==> src/rtl/universal_register.sv <==
// WIDTH-bit clock-enabled register: hold, load, shift, rotate and up/down count.
// Q is the only state. notQ, tc and the serial outputs are decoded from Q and mode.
module universal_register #(
  parameter int          WIDTH       = 8,
  parameter logic [31:0] RESET_VALUE = 32'd0
) (
  input  logic             clk,
  input  logic             rst,
  input  logic             En,
  input  logic [2:0]       mode,
  input  logic [WIDTH-1:0] D,
  input  logic             ser_in_l,
  input  logic             ser_in_r,
  output logic [WIDTH-1:0] Q,
  output logic [WIDTH-1:0] notQ,
  output logic             tc,
  output logic             ser_out_l,
  output logic             ser_out_r
);

  localparam logic [2:0] MODE_HOLD = 3'b000;
  localparam logic [2:0] MODE_LOAD = 3'b001;
  localparam logic [2:0] MODE_SHL  = 3'b010;
  localparam logic [2:0] MODE_SHR  = 3'b011;
  localparam logic [2:0] MODE_ROL  = 3'b100;
  localparam logic [2:0] MODE_ROR  = 3'b101;
  localparam logic [2:0] MODE_UP   = 3'b110;
  localparam logic [2:0] MODE_DOWN = 3'b111;

  localparam logic [WIDTH-1:0] RST_Q = RESET_VALUE[WIDTH-1:0];
  localparam logic [WIDTH-1:0] ONE   = {{(WIDTH-1){1'b0}}, 1'b1};

  logic [WIDTH-1:0] q_next;

  always_comb begin
    q_next = Q;
    case (mode)
      MODE_HOLD: q_next = Q;
      MODE_LOAD: q_next = D;
      MODE_SHL:  q_next = {Q[WIDTH-2:0], ser_in_r};
      MODE_SHR:  q_next = {ser_in_l, Q[WIDTH-1:1]};
      MODE_ROL:  q_next = {Q[WIDTH-2:0], Q[WIDTH-1]};
      MODE_ROR:  q_next = {Q[0], Q[WIDTH-1:1]};
      MODE_UP:   q_next = Q + ONE;
      MODE_DOWN: q_next = Q - ONE;
      default:   q_next = Q;
    endcase
  end

  always_ff @(posedge clk) begin
    if (rst) begin
      Q <= RST_Q;
    end else if (En) begin
      Q <= q_next;
    end
  end

  // tc ignores En so stages can be chained with En_next = En & tc.
  always_comb begin
    tc = 1'b0;
    if (mode == MODE_UP) begin
      tc = &Q;
    end else if (mode == MODE_DOWN) begin
      tc = ~|Q;
    end
  end

  assign notQ      = ~Q;
  assign ser_out_l = Q[WIDTH-1];
  assign ser_out_r = Q[0];

endmodule
==> config.mk <==
export PLATFORM = sky130hd
export DESIGN_NAME = universal_register
export DESIGN_NICKNAME = d
export VERILOG_FILES = /design/src/rtl/universal_register.sv
export SDC_FILE = /design/constraint.sdc
export NUM_CORES = 1
export LEC_CHECK = 0
export ABC_AREA = 1
export CAP_MARGIN = 15
export CELL_PAD_IN_SITES_DETAIL_PLACEMENT = 2
export CELL_PAD_IN_SITES_GLOBAL_PLACEMENT = 2
export CORE_UTILIZATION = 24
export DETAILED_ROUTE_END_ITERATION = 10
export GPL_TIMING_DRIVEN = 0
export PLACE_DENSITY = 0.87
export SYNTH_ARGS = -nofsm -noshare
export SYNTH_HDL_FRONTEND = slang
export SYNTH_SLANG_ARGS = --single-unit
==> constraint.sdc <==
create_clock -name clk -period 3.4 [get_ports clk]
set_input_delay 0.68 -clock clk [delete_from_list [all_inputs] [get_ports clk]]
set_output_delay 0.68 -clock clk [all_outputs]
set_load 0.01 [all_outputs]
---- After elaboration in Yosys (flattened, before gate mapping) ----
Cells that the tools add are included.
word-level totals
  bits in registers ....................... 8
  input port bits ......................... 16
  output and inout port bits .............. 19
  word-level logic and storage cells ...... 20
operators by class
  add/subtract/negate cells ............... 2
  equal/unequal tests ..................... 7
  multiplexer cells ....................... 3
  bitwise logic cells ..................... 2
  reductions and logical operators ........ 5
operator list
  kind                 count
  $pmux 8 s7           1
  $eq 3x3->1 const B   4
  $add 8x1->8 const B  1
  $not 8->8            1
  $reduce_and 8->1     1
  $reduce_or 8->1      1
  $sub 8x1->8 const B  1
  $eq 3x2->1 const B   2
  $eq 3x1->1 const B   1
  $logic_not 3->1      1
  $mux 1               2
  $reduce_and 2->1     1
  $logic_not 1->1      1
  $not 1->1            1

---- Logic depth before layout (Yosys ltp) ----
Gate-level depths: netlist of run 1.
  depth after elaboration ................. 4
  mapped depth ............................ 17
  mapped depth without buffers ............ 16

---- Worst setup path before layout of run 1 ----
No wires, ideal clock.
  path kind ............................... input port to output port
  start ................................... in mode[0]
  end ..................................... out tc
  arrival time ............................ 1.369 ns
  required time ........................... 2.720 ns
  slack ................................... 1.351 ns
  stages .................................. 4
  path through ............................ buf_4 > inv_1 > nand3_1 > o31ai_1
between the ends
  word-level cells in the longest chain between the ends .. 3
  elaborated cells between the ends (all ways) .. 4
RTL lines
  item                line  text
  start: declaration  10    input logic [2:0] mode,
  $eq 3x3->1          63    end else if (mode == MODE_DOWN) begin
  $mux 1              63
  $mux 1 (*)          61    if (mode == MODE_UP) begin
  end: declaration    16    output logic tc,
Every way passes the cells marked *; elsewhere a longest branch is shown, timed or not.

---- Final worst setup path of run 1 ----
  start ................................... in mode[1]
  end ..................................... out tc
The elaborated chain is that of the path after synthesis.

==> metrics.cfg, run 1 <==
[synth]
netlist.area_leader.share_pct=18.8
synth_area_leaders=nand2_1 (19%), dfxtp_1 (16%), inv_1 (11%)
synth_edf_count=0
ys_async_sr_fraction_pct=0
synthMostInstantiatedCell=nand2_1
syn-num-nets=187
syn_inst=170
yosysSeqAreaShare_pct=15.8
synth_cell_type_count=31
ys.flop_type=dfxtp_1
syn-cell-area_sq_um=1020
yosysWarnings=0
yosys.area.top_type=nand2_1
syn_avg_cell_area_sq_um=5.98
yosys-top-cells-count=nand2_1 (51), inv_1 (29), nand3_1 (14), nor2_1 (14), dfxtp_1 (8)
ys_ff_latch=8

[sta]
rsz0062_at_grt=no
fin_crit_sh_pct=90.8
setup_violations=0
hold_viol=0
maxSlewViolCount=0
tns_ps=0
tightest_slew_ps=449
holdWs_ps=618
slew_headroom_pct=69.9
final.setup_skew_ps=3.00
fin_crit_ps=3090
fmax_mhz=324

[clock_network]
clk_pin_slew_ps=40
cts_tree=done
clkLatencyLatePin_ps=230
htree_levels=1
cts_buffers=3
cts_buffer_depth=2
postCtsSetupBuffers=0
ctsRootBufferMaster=clkbuf_8
clock-sinks=8
cts_resized=0
holdBufCountCts=0

[placement]
place_congestion=0.762
placed_cell_area_sq_um=1390
port-buffer-count=31
dp_hpwl_mm=3.06

[setup_path]
crit_type=in -> out
cp.required_ps=2720
setup.worst_path.end_class=output pin
cpLargestDelayFamily=buffers and inverters
cp_slowest_stage_delay_ps=590
crit_top_cell=clkdlybuf4s50_1
cp_num_buf_inv=3
critPathMaxFanout=10
crit_slowest_cell=clkdlybuf4s50_1
cp-start-kind=input port
crit_chain=clkdlybuf4s50_1 -> buf_6 -> nand3_4 -> nor2_1 -> nand2_1 -> o31ai_1 -> clkdlybuf4s50_1
crit_arrival_ps=2410

[run]
maxCapViolCount=0

[final_layout]
drive_above_1_share_pct=11.8
nets=223
largest_register_ffs=8
diodes=0
fillers=493
postLayoutCellArea_sq_um=1430
syn_to_final_growth_pct=40.8
top_regs=Q x8
top_register=Q

[power_and_ir_drop]
p_per_area_nw_per_um2=266
ir_worst_vdd_mv=0.161
power.leakage_nw=0.648

[grt]
grt_pass1_vias=1299
antenna_found_initial=0
grt_pass1_wl_mm=6.23
grt_usage_pct=18.9
grt_max_degree=11
grt_remaining_overflow=0

[floorplanning]
initial_core_util_pct=25.2
core_sq_um=4030
io_pins=35
rows=23
die_area_sq_um=4500
die_w_um=67.1
die_h_um=67.1

[detailed_routing]
ant_nets=0
route.detailed.drc=0
vias_per_cell=4.97
wire_per_inst_um=15.0
drt_iter0_markers=48
wl_mm=3.82
drtPass1Iterations=4
via_count=1263

[status]
outcome=completed

[min_path]
hold_class=reg -> reg

-- cells in the final DEF (no fill, tap or decap), types with 2 or more instances in the layout --
master           netlist  final
a21oi_1                6      6
a21oi_2                2      2
a221oi_1               6      6
buf_4                  4      4
clkbuf_8               0      3
clkdlybuf4s50_1        0     31
dfxtp_1                8      8
inv_1                 29     29
nand2_1               51     51
nand2_2                4      4
nand3_1               14     14
nand3_2                2      2
nand4_1                4      4
nor2_1                14     14
o21ai_0                5      5
o221ai_1               4      4
-- layout make-up --
class	instances	area, sq um	share of cell area [%]
clock buffer	3	41.3	2.89
sequential	8	160	11.2
multi-input combinational	125	691	48.3
inverter	30	115	8.05
buffer	7	50.0	3.50
timing repair buffer	31	310	21.7
tap	50	62.6	4.37
-- per-stage QoR --
step | std cells | worst slack (ps) | utilization, % | power (W)
final | 254 | 314 | 35.5 | 0.000380
after global routing | 254 | 222 | 35.5 | 0.000405
after CTS | 254 | 309 | 35.5 | 0.000386
after detailed placement | 251 | 313 | 34.5 | 0.000270
after global placement | 251 | 303 | 34.5 | 0.000266
after floorplan | 170 | 1350 | - | 0.000200
-- power by group --
group | internal, W | switching [W]
registers | 0.000101 | 0.0000151
clock network | 0.0000765 | 0.0000354
logic | 0.0000696 | 0.0000829
total | 0.000247 | 0.000133
-- layer usage --
layer	part of all wire (%)	up-vias	GRT usage, %
li1	-	634	-
met2	49	29	33.0
met5	0	-	0
met4	2.3	0	8.51
met3	2.4	8	1.20
met1	46	592	23.2
-- worst reg2reg max path: stages, from the launching register on --
cell	delay (ps)
dfxtp_1	420
inv_1	150
nand2_1	130
nand2_1	80
inv_1	70
ha_1	150
inv_1	60
nand2_1	80
nand3_2	110
o21ai_2	140
inv_1	60
nand2_1	60
nand3_1	80
nand2_1	80
nand2_1	50
a21oi_1	120
-- path summary, 6_finish.rpt --
| path | start | end | slack, ps | depth (start not counted) |
|---|---|---|---|---|
| worst max-delay path | mode[1] | tc | 310 | 7 |
| worst min-delay path | Q[6] | Q[6] | 620 | 2 |
| worst max register to register | Q[1] | Q[4] | 1480 | 15 |
| worst min register to register | Q[6] | Q[6] | 620 | 2 |
-- cells by family after synthesis --
family,Yosys count,synth area share [%]
and+or+nand+nor,93,43.3
buffers and inverters,37,16.3
AOI/OAI and AO/OA,30,22.5
DFF,8,15.8
xor gates and xnor gates,1,0.862
adders and majority gates,1,1.23
Power figures use the tool's default switching activity.
==> run 2: changes to the inputs <==
Settings changed: SLEW_MARGIN set to 20.
==> results of run 2 <==
Same layout as run 1: the final DEF is identical, and so are final timing and power.
